--- src/rtl/seed_stream_accumulator_if.sv ---
// Handshake and status bundle for seed_stream_accumulator.
// The master side is the controller/TRNG/consumer environment, the slave side is the accumulator.
interface seed_stream_accumulator_if #(
  parameter int SEED_WIDTH = 256,
  parameter int IN_WIDTH   = 8,
  parameter int CNT_WIDTH  = $clog2(SEED_WIDTH / IN_WIDTH) + 1
);
  logic                  start;
  logic                  abort;
  logic                  trng_valid;
  logic [IN_WIDTH-1:0]   trng_data;
  logic                  trng_ready;
  logic [SEED_WIDTH-1:0] seed;
  logic                  seed_valid;
  logic                  seed_ready;
  logic                  collecting;
  logic                  health_fail;
  logic [CNT_WIDTH-1:0]  word_count;

  modport master (
    output start, abort, trng_valid, trng_data, seed_ready,
    input  trng_ready, seed, seed_valid, collecting, health_fail, word_count
  );

  modport slave (
    input  start, abort, trng_valid, trng_data, seed_ready,
    output trng_ready, seed, seed_valid, collecting, health_fail, word_count
  );
endinterface

--- src/rtl/seed_stream_accumulator.sv ---
// Assembles TRNG words into SEED_WIDTH-bit seeds, runs a repetition-count
// health test on the word stream and offers finished seeds on a valid/ready slot.
module seed_stream_accumulator #(
  parameter int SEED_WIDTH = 256,
  parameter int IN_WIDTH   = 8,
  parameter int RCT_CUTOFF = 4,
  parameter int CONTINUOUS = 0
) (
  input logic                     clk,
  input logic                     rst,
  seed_stream_accumulator_if.slave bus
);
  localparam int WORDS = SEED_WIDTH / IN_WIDTH;
  localparam int CNT_W = $clog2(WORDS) + 1;
  localparam int REP_W = (RCT_CUTOFF > 1) ? $clog2(RCT_CUTOFF + 1) : 1;
  localparam logic [CNT_W-1:0] LAST_IDX = CNT_W'(WORDS - 1);

  if ((SEED_WIDTH % IN_WIDTH) != 0 || SEED_WIDTH <= IN_WIDTH) begin : g_bad_params
    $error("SEED_WIDTH must be a multiple of IN_WIDTH and greater than IN_WIDTH");
  end

  typedef enum logic [1:0] {IDLE, COLLECT, FULL, FAIL} state_t;

  // Where the FSM goes once a seed has been handed to the output slot.
  localparam state_t DONE_STATE = (CONTINUOUS != 0) ? COLLECT : IDLE;

  state_t                state, state_next;
  logic [SEED_WIDTH-1:0] shift_buf, shift_next, load_value, seed_q;
  logic [CNT_W-1:0]      word_count_q;
  logic [REP_W-1:0]      rep, rep_next;
  logic [IN_WIDTH-1:0]   last_word;
  logic                  seed_valid_q, health_fail_q;
  logic                  accept, slot_free, rct_trip, seed_done, load_seed;

  assign accept     = (state == COLLECT) && bus.trng_valid;
  assign slot_free  = !seed_valid_q || bus.seed_ready;
  assign shift_next = {shift_buf[SEED_WIDTH-IN_WIDTH-1:0], bus.trng_data};

  // The first word of every seed restarts the run length.
  assign rep_next = (word_count_q == '0)         ? REP_W'(1) :
                    (bus.trng_data == last_word) ? rep + REP_W'(1) : REP_W'(1);

  // A trip discards the offending word, so it overrides seed completion.
  assign rct_trip  = (RCT_CUTOFF > 0) && accept && (rep_next == REP_W'(RCT_CUTOFF));
  assign seed_done = accept && (word_count_q == LAST_IDX) && !rct_trip;

  assign load_seed  = !bus.abort && slot_free &&
                      (((state == COLLECT) && seed_done) || (state == FULL));
  assign load_value = (state == FULL) ? shift_buf : shift_next;

  // State register.
  always_ff @(posedge clk or posedge rst) begin
    // NOTE: sequential state uses non-blocking assignments so every flop samples pre-edge values.
    if (rst) state <= IDLE;
    else     state <= state_next;
  end

  // Next-state logic; abort beats start and word acceptance everywhere.
  always_comb begin
    // NOTE: default first so no path through the block leaves state_next unassigned (no latch).
    state_next = state;
    if (bus.abort) begin
      state_next = IDLE;
    end else begin
      case (state)
        IDLE:    if (bus.start) state_next = COLLECT;
        COLLECT: begin
          if (rct_trip)       state_next = FAIL;
          else if (seed_done) state_next = slot_free ? DONE_STATE : FULL;
        end
        FULL:    if (slot_free) state_next = DONE_STATE;
        FAIL:    if (bus.start) state_next = COLLECT;
        default: state_next = IDLE;
      endcase
    end
  end

  // Status outputs decoded straight from the state flops.
  always_comb begin
    bus.collecting = (state == COLLECT);
    bus.trng_ready = (state == COLLECT);
  end

  // Collection buffer, word counter, repetition test and health flag.
  always_ff @(posedge clk or posedge rst) begin
    if (rst) begin
      // NOTE: the buffer holds secret material, so it is explicitly reset rather than left undefined.
      shift_buf     <= '0;
      word_count_q  <= '0;
      rep           <= '0;
      last_word     <= '0;
      health_fail_q <= 1'b0;
    end else if (bus.abort) begin
      shift_buf     <= '0;
      word_count_q  <= '0;
      rep           <= '0;
      health_fail_q <= 1'b0;
    end else begin
      case (state)
        IDLE: begin
          if (bus.start) begin
            shift_buf    <= '0;
            word_count_q <= '0;
            rep          <= '0;
          end
        end
        COLLECT: begin
          if (accept) begin
            if (rct_trip) begin
              shift_buf     <= '0;
              word_count_q  <= '0;
              rep           <= '0;
              health_fail_q <= 1'b1;
            end else if (seed_done && slot_free) begin
              shift_buf    <= '0;
              word_count_q <= '0;
              rep          <= rep_next;
              last_word    <= bus.trng_data;
            end else begin
              // Also covers the completed-but-slot-busy case: the seed parks in the buffer.
              shift_buf    <= shift_next;
              word_count_q <= word_count_q + CNT_W'(1);
              rep          <= rep_next;
              last_word    <= bus.trng_data;
            end
          end
        end
        FULL: begin
          if (slot_free) begin
            shift_buf    <= '0;
            word_count_q <= '0;
          end
        end
        FAIL: begin
          if (bus.start) begin
            shift_buf     <= '0;
            word_count_q  <= '0;
            rep           <= '0;
            health_fail_q <= 1'b0;
          end
        end
        default: ;
      endcase
    end
  end

  // Output slot: load a finished seed, or zeroize it once consumed.
  always_ff @(posedge clk or posedge rst) begin
    if (rst) begin
      seed_q       <= '0;
      seed_valid_q <= 1'b0;
    end else if (load_seed) begin
      seed_q       <= load_value;
      seed_valid_q <= 1'b1;
    end else if (seed_valid_q && bus.seed_ready) begin
      seed_q       <= '0;
      seed_valid_q <= 1'b0;
    end
  end

  assign bus.seed        = seed_q;
  assign bus.seed_valid  = seed_valid_q;
  assign bus.health_fail = health_fail_q;
  assign bus.word_count  = word_count_q;
endmodule

--- src/flat_wrapper.sv ---
// flat-port wrapper written by rule: the top's interface ports become plain ports
module seed_stream_accumulator_flat 
#(
  parameter int SEED_WIDTH = 256,
  parameter int IN_WIDTH   = 8,
  parameter int RCT_CUTOFF = 4,
  parameter int CONTINUOUS = 0
)
  (clk, rst, bus_start, bus_abort, bus_trng_valid, bus_trng_data, bus_seed_ready, bus_trng_ready, bus_seed, bus_seed_valid, bus_collecting, bus_health_fail, bus_word_count);
  seed_stream_accumulator_if #(.SEED_WIDTH(SEED_WIDTH), .IN_WIDTH(IN_WIDTH)) bus_i ();
  input logic clk;
  input logic rst;
  input wire logic [$bits(bus_i.start)-1:0] bus_start;
  input wire logic [$bits(bus_i.abort)-1:0] bus_abort;
  input wire logic [$bits(bus_i.trng_valid)-1:0] bus_trng_valid;
  input wire logic [$bits(bus_i.trng_data)-1:0] bus_trng_data;
  input wire logic [$bits(bus_i.seed_ready)-1:0] bus_seed_ready;
  output wire logic [$bits(bus_i.trng_ready)-1:0] bus_trng_ready;
  output wire logic [$bits(bus_i.seed)-1:0] bus_seed;
  output wire logic [$bits(bus_i.seed_valid)-1:0] bus_seed_valid;
  output wire logic [$bits(bus_i.collecting)-1:0] bus_collecting;
  output wire logic [$bits(bus_i.health_fail)-1:0] bus_health_fail;
  output wire logic [$bits(bus_i.word_count)-1:0] bus_word_count;
  assign bus_i.start = bus_start;
  assign bus_i.abort = bus_abort;
  assign bus_i.trng_valid = bus_trng_valid;
  assign bus_i.trng_data = bus_trng_data;
  assign bus_i.seed_ready = bus_seed_ready;
  assign bus_trng_ready = bus_i.trng_ready;
  assign bus_seed = bus_i.seed;
  assign bus_seed_valid = bus_i.seed_valid;
  assign bus_collecting = bus_i.collecting;
  assign bus_health_fail = bus_i.health_fail;
  assign bus_word_count = bus_i.word_count;
  seed_stream_accumulator #(.SEED_WIDTH(SEED_WIDTH), .IN_WIDTH(IN_WIDTH), .RCT_CUTOFF(RCT_CUTOFF), .CONTINUOUS(CONTINUOUS)) u_core (.clk(clk), .rst(rst), .bus(bus_i));
endmodule
--- config.mk ---
export PLATFORM = sky130hd
export DESIGN_NAME = seed_stream_accumulator_flat
export DESIGN_NICKNAME = d
export VERILOG_FILES = /design/src/rtl/seed_stream_accumulator_if.sv /design/src/rtl/seed_stream_accumulator.sv /design/src/flat_wrapper.sv
export SDC_FILE = /design/constraint.sdc
export NUM_CORES = 1
export LEC_CHECK = 0
export BUFFER_PORTS_ARGS = -buffer_cell sky130_fd_sc_hd__buf_2
export CELL_PAD_IN_SITES_DETAIL_PLACEMENT = 1
export CELL_PAD_IN_SITES_GLOBAL_PLACEMENT = 1
export CORE_MARGIN = 3
export CORE_UTILIZATION = 40
export CTS_CLUSTER_SIZE = 14
export DETAILED_ROUTE_END_ITERATION = 7
export GPL_TIMING_DRIVEN = 0
export MAX_ROUTING_LAYER = met4
export PLACE_DENSITY_LB_ADDON = 0.1
export SLEW_MARGIN = 10
export SYNTH_ARGS = -nofsm -noshare
export SYNTH_HDL_FRONTEND = slang
export SYNTH_SLANG_ARGS = --single-unit
--- constraint.sdc ---
create_clock -name clk -period 50.8 [get_ports clk]
set_input_delay 7.62 -clock clk [delete_from_list [all_inputs] [get_ports clk]]
set_output_delay 7.62 -clock clk [all_outputs]
set_load 0.005 [all_outputs]
Yosys cells after proc, flatten, opt, wreduce, memory -nomap -nowiden
Cells that the tools add are included.
- register bits after elaboration: 533
- logic and storage cells: 87
- output and inout port bits: 266
- bits of input ports: 14
- bitwise operators: 2
- add/sub/neg operators: 2
- equality and inequality tests: 12
- multiplexer cells: 38
- reduce and logical (&&, ||, !) cells: 25
- operator list (operator ; count):
    $mux 256 ; 9
    $pmux 256 s3 ; 1
    $mux 6 ; 6
    $mux 3 ; 6
    $pmux 6 s3 ; 1
    $mux 2 ; 6
    $logic_and 1x1->1 ; 9
    $ne 3x2->1 const B ; 3
    $reduce_and 3->1 ; 3
    $eq 8x8->1 ; 1
    $reduce_and 4->1 ; 2
    $add 6x1->6 const B ; 1
    $eq 6x5->1 const B ; 1
    $logic_not 6->1 ; 1
    $mux 1 ; 6
    $pmux 2 s3 ; 1
    $pmux 3 s2 ; 1
    $reduce_bool 3->1 ; 2
    $eq 2x2->1 const B ; 2
    $ne 4x2->1 const B ; 1
    $add 3x1->3 const B ; 1
    $eq 3x3->1 const B ; 1
    $logic_not 1->1 ; 3
    $ne 3x1->1 const B ; 1
    8 further kinds ; 10

Depth between registers and ports, before layout
Gate-level depths: netlist (run 1).
- word-level depth: 13
- depth in mapped cells: 10

Least setup slack after synthesis (run 1)
Ideal clock, no wire load.
- path kind: input-to-reg
- from: input bus_trng_data[6]
- to: register u_core.shift_buf[162]
- buffers on the path: 3
- cell stages on the path: 8
- setup slack: 41.600 ns
- data required time: 50.679 ns
- arrival time: 9.079 ns
- library setup time: 0.121 ns
- cell sequence: xor2_1 nor4_2 and4_1 buf_2 nor3b_4 buf_2 buf_2 a22o_1
- longest elaborated chain between the ends: 13
- RTL lines (item ; line ; text):
    start, declared ; flat_wrapper.sv:16 ; input wire logic [$bits(bus_i.trng_data)-1:0] bus_trng_data;
    $eq 8x8->1 (*) ; seed_stream_accumulator.sv:41 ; (bus.trng_data == last_word) ? rep + REP_W'(1) : REP_W'(1);
    $mux 3 (*) ; seed_stream_accumulator.sv:41 ;
    $mux 3 (*) ; seed_stream_accumulator.sv:40 ; assign rep_next = (word_count_q == '0) ? REP_W'(1) :
    $eq 3x3->1 (*) ; seed_stream_accumulator.sv:44 ; assign rct_trip = (RCT_CUTOFF > 0) && accept && (rep_next == REP_W'(RCT_CUTOFF));
    $logic_and 1x1->1 (*) ; seed_stream_accumulator.sv:44 ;
    $logic_not 1->1 ; seed_stream_accumulator.sv:45 ; assign seed_done = accept && (word_count_q == LAST_IDX) && !rct_trip;
    $logic_and 1x1->1 ; seed_stream_accumulator.sv:45 ;
    $logic_and 1x1->1 ; seed_stream_accumulator.sv:114 ; end else if (seed_done && slot_free) begin
    $mux 256 ; seed_stream_accumulator.sv:114 ;
    $mux 256 (*) ; seed_stream_accumulator.sv:109 ; if (rct_trip) begin
    $mux 256 (*) ; seed_stream_accumulator.sv:108 ; if (accept) begin
    $pmux 256 s3 (*) ; seed_stream_accumulator.sv:99 ; case (state)
    $mux 256 (*) ; seed_stream_accumulator.sv:93 ; end else if (bus.abort) begin
    end signal, assigned ; seed_stream_accumulator.sv:121 ; shift_buf <= shift_next;
    end, declared ; seed_stream_accumulator.sv:28 ; logic [SEED_WIDTH-1:0] shift_buf, shift_next, load_value, seed_q;
Every way passes the cells marked *; elsewhere a longest branch is shown, timed or not. The select of a mux whose other input is x is not followed.
A chain may end at the register's enable or synchronous reset.

Final worst setup path (run 1)
- from: input bus_trng_data[5]
- to: register u_core.seed_q[96] (netlist: u_core.bus.seed[96])
- longest elaborated chain between the ends: 11
- elaborated cells between the ends (all ways): 12
- RTL lines (item ; line ; text):
    $eq 8x8->1 (*) ; seed_stream_accumulator.sv:41 ;
    $mux 3 (*) ; seed_stream_accumulator.sv:41 ;
    $mux 3 (*) ; seed_stream_accumulator.sv:40 ;
    $eq 3x3->1 (*) ; seed_stream_accumulator.sv:44 ;
    $logic_and 1x1->1 (*) ; seed_stream_accumulator.sv:44 ;
    $logic_not 1->1 (*) ; seed_stream_accumulator.sv:45 ;
    $logic_and 1x1->1 (*) ; seed_stream_accumulator.sv:45 ;
    $logic_and 1x1->1 (*) ; seed_stream_accumulator.sv:48 ; (((state == COLLECT) && seed_done) || (state == FULL));
    $logic_or 1x1->1 (*) ; seed_stream_accumulator.sv:48 ;
    $logic_and 1x1->1 (*) ; seed_stream_accumulator.sv:47 ; assign load_seed = !bus.abort && slot_free &&
    $mux 256 / $reduce_bool 2->1 (equally long branches) ; -- ;
    end signal, assigned ; seed_stream_accumulator.sv:153 ; seed_q <= load_value;
    end, declared ; seed_stream_accumulator.sv:28 ;
Every way passes the cells marked *; elsewhere a longest branch is shown, timed or not.

==> impl_results.md, run 1 <==
* Pwr dens at 34.7 nW/µm²
* FF+latch count, synth at about 530
* Initial DRC Count at about 770
* Final hold viol count at 0
* Post-Syn Area per Cell at about 14 µm²
* Hold path cells at 1
* Critical path peak fanout at 10
* Post-DP HPWL at 42,800 µm
* Clock buffer depth at 3
* Core area at between 50,000 and 60,000 µm²
* Die area at 57,400 µm²
* Die Height at 240 µm
* Post-route insts no fill at 2,638
* Critical path arrival at 10.24 ns
* Post-synthesis cell area at 21,800 µm²
* DRT Wirelength at 62,200 µm
* RSZ-0062 raised after global routing: false
* Initial core utilization at 41.0%
* Setup tns final at 0 ns
* Grt total ovfl at 0
* Post-synthesis mux area share at about an eighth
* Crit path required time at 51.28 ns
* Final instance area at 26,200 µm²
* Final setup viols at 0
* Commonest non-fill, non-tap cell in the layout: dfrtp_1
* CTS buffer count at 58
* First-pass GRT wire length at 97,300 µm
* Post-synth EDFFs at 0
* CP Launch Type: input pin
* Core Util, Final at 49.2%
* Worst-Margin Slew at 0.924 ns
* Standard-cell rows at 84
* Synth warnings at 0
* Gates resized, CTS repair at 0
* Htree depth at 2
* Final period utilization at around 19%
* Clk slew on worst S/H paths at roughly 0.06 ns
* CTS Root Cell: clkbuf_16
* Hold path endpoint: u_core.bus.seed[218]
* Top-area cell type share of the netlist area at 61.1%
* Area leader, netlist: dfrtp_1
* Mapped Nets at 1,576
* Final nets at about 1,900
* Post-synth ARST share at 100%
* Post-synthesis compound-gate area fraction at around a fifth
* Post-synthesis sequential area ratio at between 60 and 70%
* Routed Antenna Nets at 0
* Placed Area at between 20,000 and 25,000 µm²
* Number of fill cells in the layout at 5,485
* Cell count of the worst reg-to-reg path at 9
* Leakage at 0.0118 µW
* Slowest CP cell: clkbuf_1
* Status: completed
* Routability cong. at 0.778
* Pwr Total at 911 µW
* Fin Clk Skew at 0.0295 ns
* Clk_lat worst skew at about 0.63 ns
* Port bufs at 279
* VDD IR max at 23.0 µV
* Buf+Inv Stages, Crit Path at 3
* Gr usage total at 22.3%
* Max incr delay on CP at 0.75 ns
* Post-CTS Repair Setup Buffers at 0
* CTS Hold Buffers Added at 0
* FF-to-FF End: u_core.bus.seed[96]
* I/O pin total at 280
* Largest net degree at the start of global routing at 122
* Via count at between 10,000 and 15,000
* Hold Path Class: register to register
* DRC viols at 0
* CTS Sinks at between 500 and 600
* Synth Instances at between 1,500 and 2,000
* Path type of the worst setup path: input pin to register
* Max_cap viols at 0
* Drt pass-1 iters at 5
* Synth Area in Adders at 0.401%
* Period minus WS final at 9.77 ns
* Hold path startpoint: u_core.bus.seed[218]
* Slew Limit Fails at 0
* Synth area leaders: dfrtp_1 61%, mux2i_1 12%, a22o_1 10%
* Via/cell ratio at 5.68
* Xor/xnor cell area share of the yosys netlist at 0.522%
* Share of layout cells above drive strength 1 at about a quarter
* CTS tree: yes
* R2r setup slk at 47.18 ns
* Worst path cell trace: buf_2 > xor2_1 > nor4_1 > nand4_1 > a31oi_1 > clkbuf_1 > buf_2 > o2bb2ai_1
* Synth Flop Type: dfrtp_1
* Worst r2r src: u_core.state[1]
* Relative max-transition margin at 38.4%
* Largest family of logic cells by synthesized area: compound AO/OA/AOI/OAI gates
* Die Wd at 240 µm
* F_max at 102 MHz
* Most common cell type on the critical path: buf_2
* Vias in the first global route at 15,900
* Post-synth cell types at 38
* DR WL/cell at between 20 and 25 µm
* Area Overhead vs Synth at 20.1%
* Dpl cells at 2,527
* Crit-path leading delay family: buffers and inverters
* Initial antenna violation count at 3
* Simple-Gate Fraction of Synth Area at 1.42%
* Most frequent cells in the layout: 533 x dfrtp_1, 361 x buf_2, 259 x a22o_1, 257 x mux2i_1, 256 x o2bb2ai_1
* CP endpoint kind: register
-- flip-flops by register name (all words and copies together) (netlist names) --
name	cells
u_core.bus.health_fail	1
u_core.bus.word_count	6
u_core.shift_buf	256
u_core.bus.seed_valid	1
u_core.bus.seed	256
u_core.state	2
u_core.last_word	8
u_core.rep	3
-- layer usage --
layer / GRT usage [%] / vias up / wire length, µm
met2: 35.7 / 277 / 30200
met4: 4.09 / 0 / 904
met5: - / - / 0
met3: 4.06 / 63 / 2980
li1: - / 6715 / -
met1: 30.1 / 7926 / 28200
-- power breakdown --
part           switching (µW)  internal, µW  total (µW)
Sequential               3.34           429         432
Combinational            30.6          10.9        41.5
Clock                     178           260         438
-- worst max-delay path by stage --
stage	end	depth (start not counted)	from
after floorplan	u_core.bus.health_fail	1	rst
after global placement	u_core.bus.seed[96]	2	rst
after detailed placement	u_core.bus.seed[115]	8	bus_trng_data[5]
after CTS	u_core.bus.seed[96]	8	bus_trng_data[5]
after global routing	u_core.bus.seed[114]	8	bus_trng_data[5]
final	u_core.bus.seed[96]	8	bus_trng_data[5]
-- cell families after synthesis --
family	after synthesis
XOR/XNOR	13
AO/OA/AOI/OAI	535
adder cells (fa/ha/maj)	7
buffers and inverters	152
AND/OR/NAND/NOR	49
flip-flops	533
multiplexers	266
-- per-stage QoR --
step | hold slack, ns | setup slack [ns]
finish | 0.481 | 41.03
global route | 0.495 | 40.88
CTS | 0.486 | 40.98
detailed placement | 0.469 | 40.36
global placement | 0.468 | 22.58
floorplan | 0.454 | 28.28
-- layout make-up --
class / count / area [µm²] / share of cell area, %
plain buffers: 145 / 651 / 2.48
repair buffers: 284 / 1530 / 5.85
inverters: 7 / 33.8 / 0.129
clock inverters: 32 / 362 / 1.38
clock buffers: 76 / 1620 / 6.17
flip-flops and latches: 533 / 13300 / 50.9
well taps: 688 / 861 / 3.28
diodes: 3 / 7.51 / 0.0286
multi-input cells: 870 / 7820 / 29.8
-- Yosys cell counts (3+ instances only) --
| cell | number |
|---|---|
| a21oi_1 | 4 |
| nand4_1 | 4 |
| a211oi_1 | 3 |
| nor2_1 | 11 |
| clkbuf_1 | 59 |
| ha_1 | 7 |
| nand2_1 | 6 |
| nor2b_1 | 4 |
| buf_2 | 82 |
| mux2i_1 | 257 |
| xnor2_1 | 5 |
| a31oi_1 | 4 |
| buf_1 | 3 |
| nand2b_1 | 5 |
| xor2_1 | 8 |
| a22o_1 | 259 |
| mux2_2 | 9 |
| o21ai_0 | 6 |
| o2bb2ai_1 | 256 |
| dfrtp_1 | 533 |
| inv_1 | 7 |
-- worst register-to-register path: stages (launching register included) --
cell and delay, ns:
dfrtp_1 0.43, inv_1 0.11, ha_1 0.44, nand4b_1 0.21, nor4_1 0.31, nand4_1 0.18, a31oi_1 0.56, clkbuf_1 0.75
buf_2 0.39, o2bb2ai_1 0.10
No activity file was read; power rests on OpenSTA's default activity.
==> run 2: changes to the inputs <==
==> constraint.sdc (replaced) <==
create_clock -name clk -period 8 [get_ports clk]
set_input_delay 1.2 -clock clk [delete_from_list [all_inputs] [get_ports clk]]
set_output_delay 1.2 -clock clk [all_outputs]
set_load 0.005 [all_outputs]
==> run 2 against run 1 <==
Non-clock buffer count increased by 10. Sequential power increased to 6.3 times the previous value. Clock skew decreased by 0.017 ns. Worst setup slack got worse by 37 ns. Via count decreased by 0.77%. Power increased to 6.2 times the previous value. Clock-buffer cell count increased by 14. Final cell count increased by 0.27%. Register-to-register slack got worse by 43 ns. Critical path type is now register to register.
==> impl_results.md, run 2 (synthesized netlist as in run 1, its figures left out) <==
* Leakage at 0.0118 µW
* Hold Path Class: register to register
* Die Height at 240 µm
* Final setup margin at 4.37 ns
* CP Launch Type: register
* Most frequent cells in the layout: 533 x dfrtp_1, 361 x buf_2, 259 x a22o_1, 257 x mux2i_1, 256 x o2bb2ai_1
* Final period utilization at ~45%
* Via/cell ratio at 5.62
* Drt pass-1 iters at 4
* Pwr dens at roughly 220 nW/µm²
* I/O pin total at 280
* Port bufs at 279
* DR WL/cell at 23.3 µm
* Worst-Margin Slew at ~0.88 ns
* Standard-cell rows at 84
* Fin Clk Skew at between 0.01 and 0.015 ns
* Commonest non-fill, non-tap cell in the layout: dfrtp_1
* Routed Antenna Nets at 0
* DRC viols at 0
* Initial DRC Count at 868
* Critical path arrival at 4.10 ns
* Multi-input gate area at 7820 µm²
* Largest net degree at the start of global routing at 39
* Setup tns final at 0 ns
* Path type of the worst setup path: register to register
* Via count at 14,900
* CTS tree: yes
* Register area at 13,300 µm²
* Max_cap viols at 0
* Post-DP HPWL at 43,800 µm
* Fin Hold WS at between 0.4 and 0.5 ns
* Int Pwr at 4340 µW
* Clk network pwr share at 46.8%
* CTS Sinks at about 530
* Initial antenna violation count at 3
* Clk_lat worst skew at 0.60 ns
* Relative max-transition margin at 41.1%
* Core area at 53,300 µm²
* RSZ-0062 raised after global routing: false
* Gates resized, CTS repair at 0
* Initial core utilization at 41.0%
* Clock buffer depth at 3
* Grt total ovfl at 0
* CTS buffer count at 58
* CTS Root Cell: clkbuf_16
* Htree depth at 2
* Clk slew on worst S/H paths at 0.06 ns
* Slew Limit Fails at 0
* Die Wd at 240 µm
* Post-CTS Repair Setup Buffers at 0
* Final nets at 1,930
* VDD IR max at roughly 150 µV
* Gate power share at between 4 and 5%
* Share of layout cells above drive strength 1 at 24.5%
* Sw Pwr at 1320 µW
* Critical path peak fanout at 10
* First-pass GRT wire length at 97,300 µm
* DRT Wirelength at 61,600 µm
* Die area at 57,400 µm²
* Crit path required time at 8.47 ns
* CTS Hold Buffers Added at 0
* Final setup viols at 0
* Routability cong. at 0.773
* Final hold viol count at 0
* Number of fill cells in the layout at between 5,000 and 6,000
* Status: completed
* F_max at 275 MHz
* Vias in the first global route at 16,100
* Area Overhead vs Synth at 20.3%
* Placement Setup Slack at 4.02 ns
* Switch share at a little under a quarter
* Sequential share of power at between 40% and 50%
* Gr usage total at approximately 22%
* CP endpoint kind: register
* Period minus WS final at 3.63 ns
[run 2: changes by cell type in the layout (fill, tap and decap cells not counted), moves of 3 or more]
cell	previous run	this run
buf_12	0	15
clkbuf_1	67	78
clkinv_2	19	10
buf_16	5	0
bufinv_16	7	2
clkbuf_16	58	61
[run 2: worst max-delay path, stage by stage, from the launching register on]
cell       delay [ns]
dfrtp_1          0.43
inv_1            0.10
ha_1             0.43
nand4b_1         0.18
nor4_1           0.36
nand4_1          0.22
a31oi_1          0.59
clkbuf_1         0.69
buf_2            0.38
o2bb2ai_1        0.10
[run 2: cell type report]
cell class              count  share of cell area (%)
clock buffers              90                    6.61
plain buffers             145                    2.48
multi-input cells         870                    29.8
inverters                   7                   0.114
flip-flops and latches    533                    50.8
well taps                 688                    3.28
diodes                      4                  0.0381
repair buffers            294                    6.46
clock inverters            14                   0.481
[run 2: worst paths after layout]
kind / start / endpoint / slack [ns] / depth (start not counted)
min in group asynchronous: rst / u_core.bus.seed[40] / 0.72 / 2
min: u_core.bus.seed[169] / u_core.bus.seed[169] / 0.48 / 1
max reg2reg: u_core.state[1] / u_core.bus.seed[101] / 4.37 / 9
max: u_core.state[1] / u_core.bus.seed[101] / 4.37 / 9
min reg2reg: u_core.bus.seed[169] / u_core.bus.seed[169] / 0.48 / 1
max in group asynchronous: rst / u_core.shift_buf[169] / 5.85 / 6
[run 2: power groups by stage]
stage,clock network (µW),registers [µW],logic (µW)
6_report,2650,2740,272
5_1_grt,2850,2740,305
4_1_cts,2720,2740,278
3_5_place_dp,0,2790,277
3_3_place_gp,0,2790,253
2_1_floorplan,0,2790,177
[run 2: per-layer routing]
layer	routed length, µm	part of all wire, %	vias up	GRT usage, %
met5	0	0	-	-
met4	1030	1.7	0	4.76
met3	2570	4.2	81	3.50
met2	29300	48	262	34.9
met1	28700	47	7773	30.7
li1	-	-	6750	-
[run 2: stage by stage]
stage | total power (µW) | instance area (µm²) | util (%) | std cells
2_1_floorplan | 2970 | 21800 | - | 1555
3_3_place_gp | 3050 | 24100 | 45.2 | 2522
3_5_place_dp | 3070 | 24400 | 45.8 | 2537
4_1_cts | 5740 | 26300 | 49.3 | 2641
5_1_grt | 5900 | 26300 | 49.3 | 2642
6_report | 5660 | 26300 | 49.3 | 2645
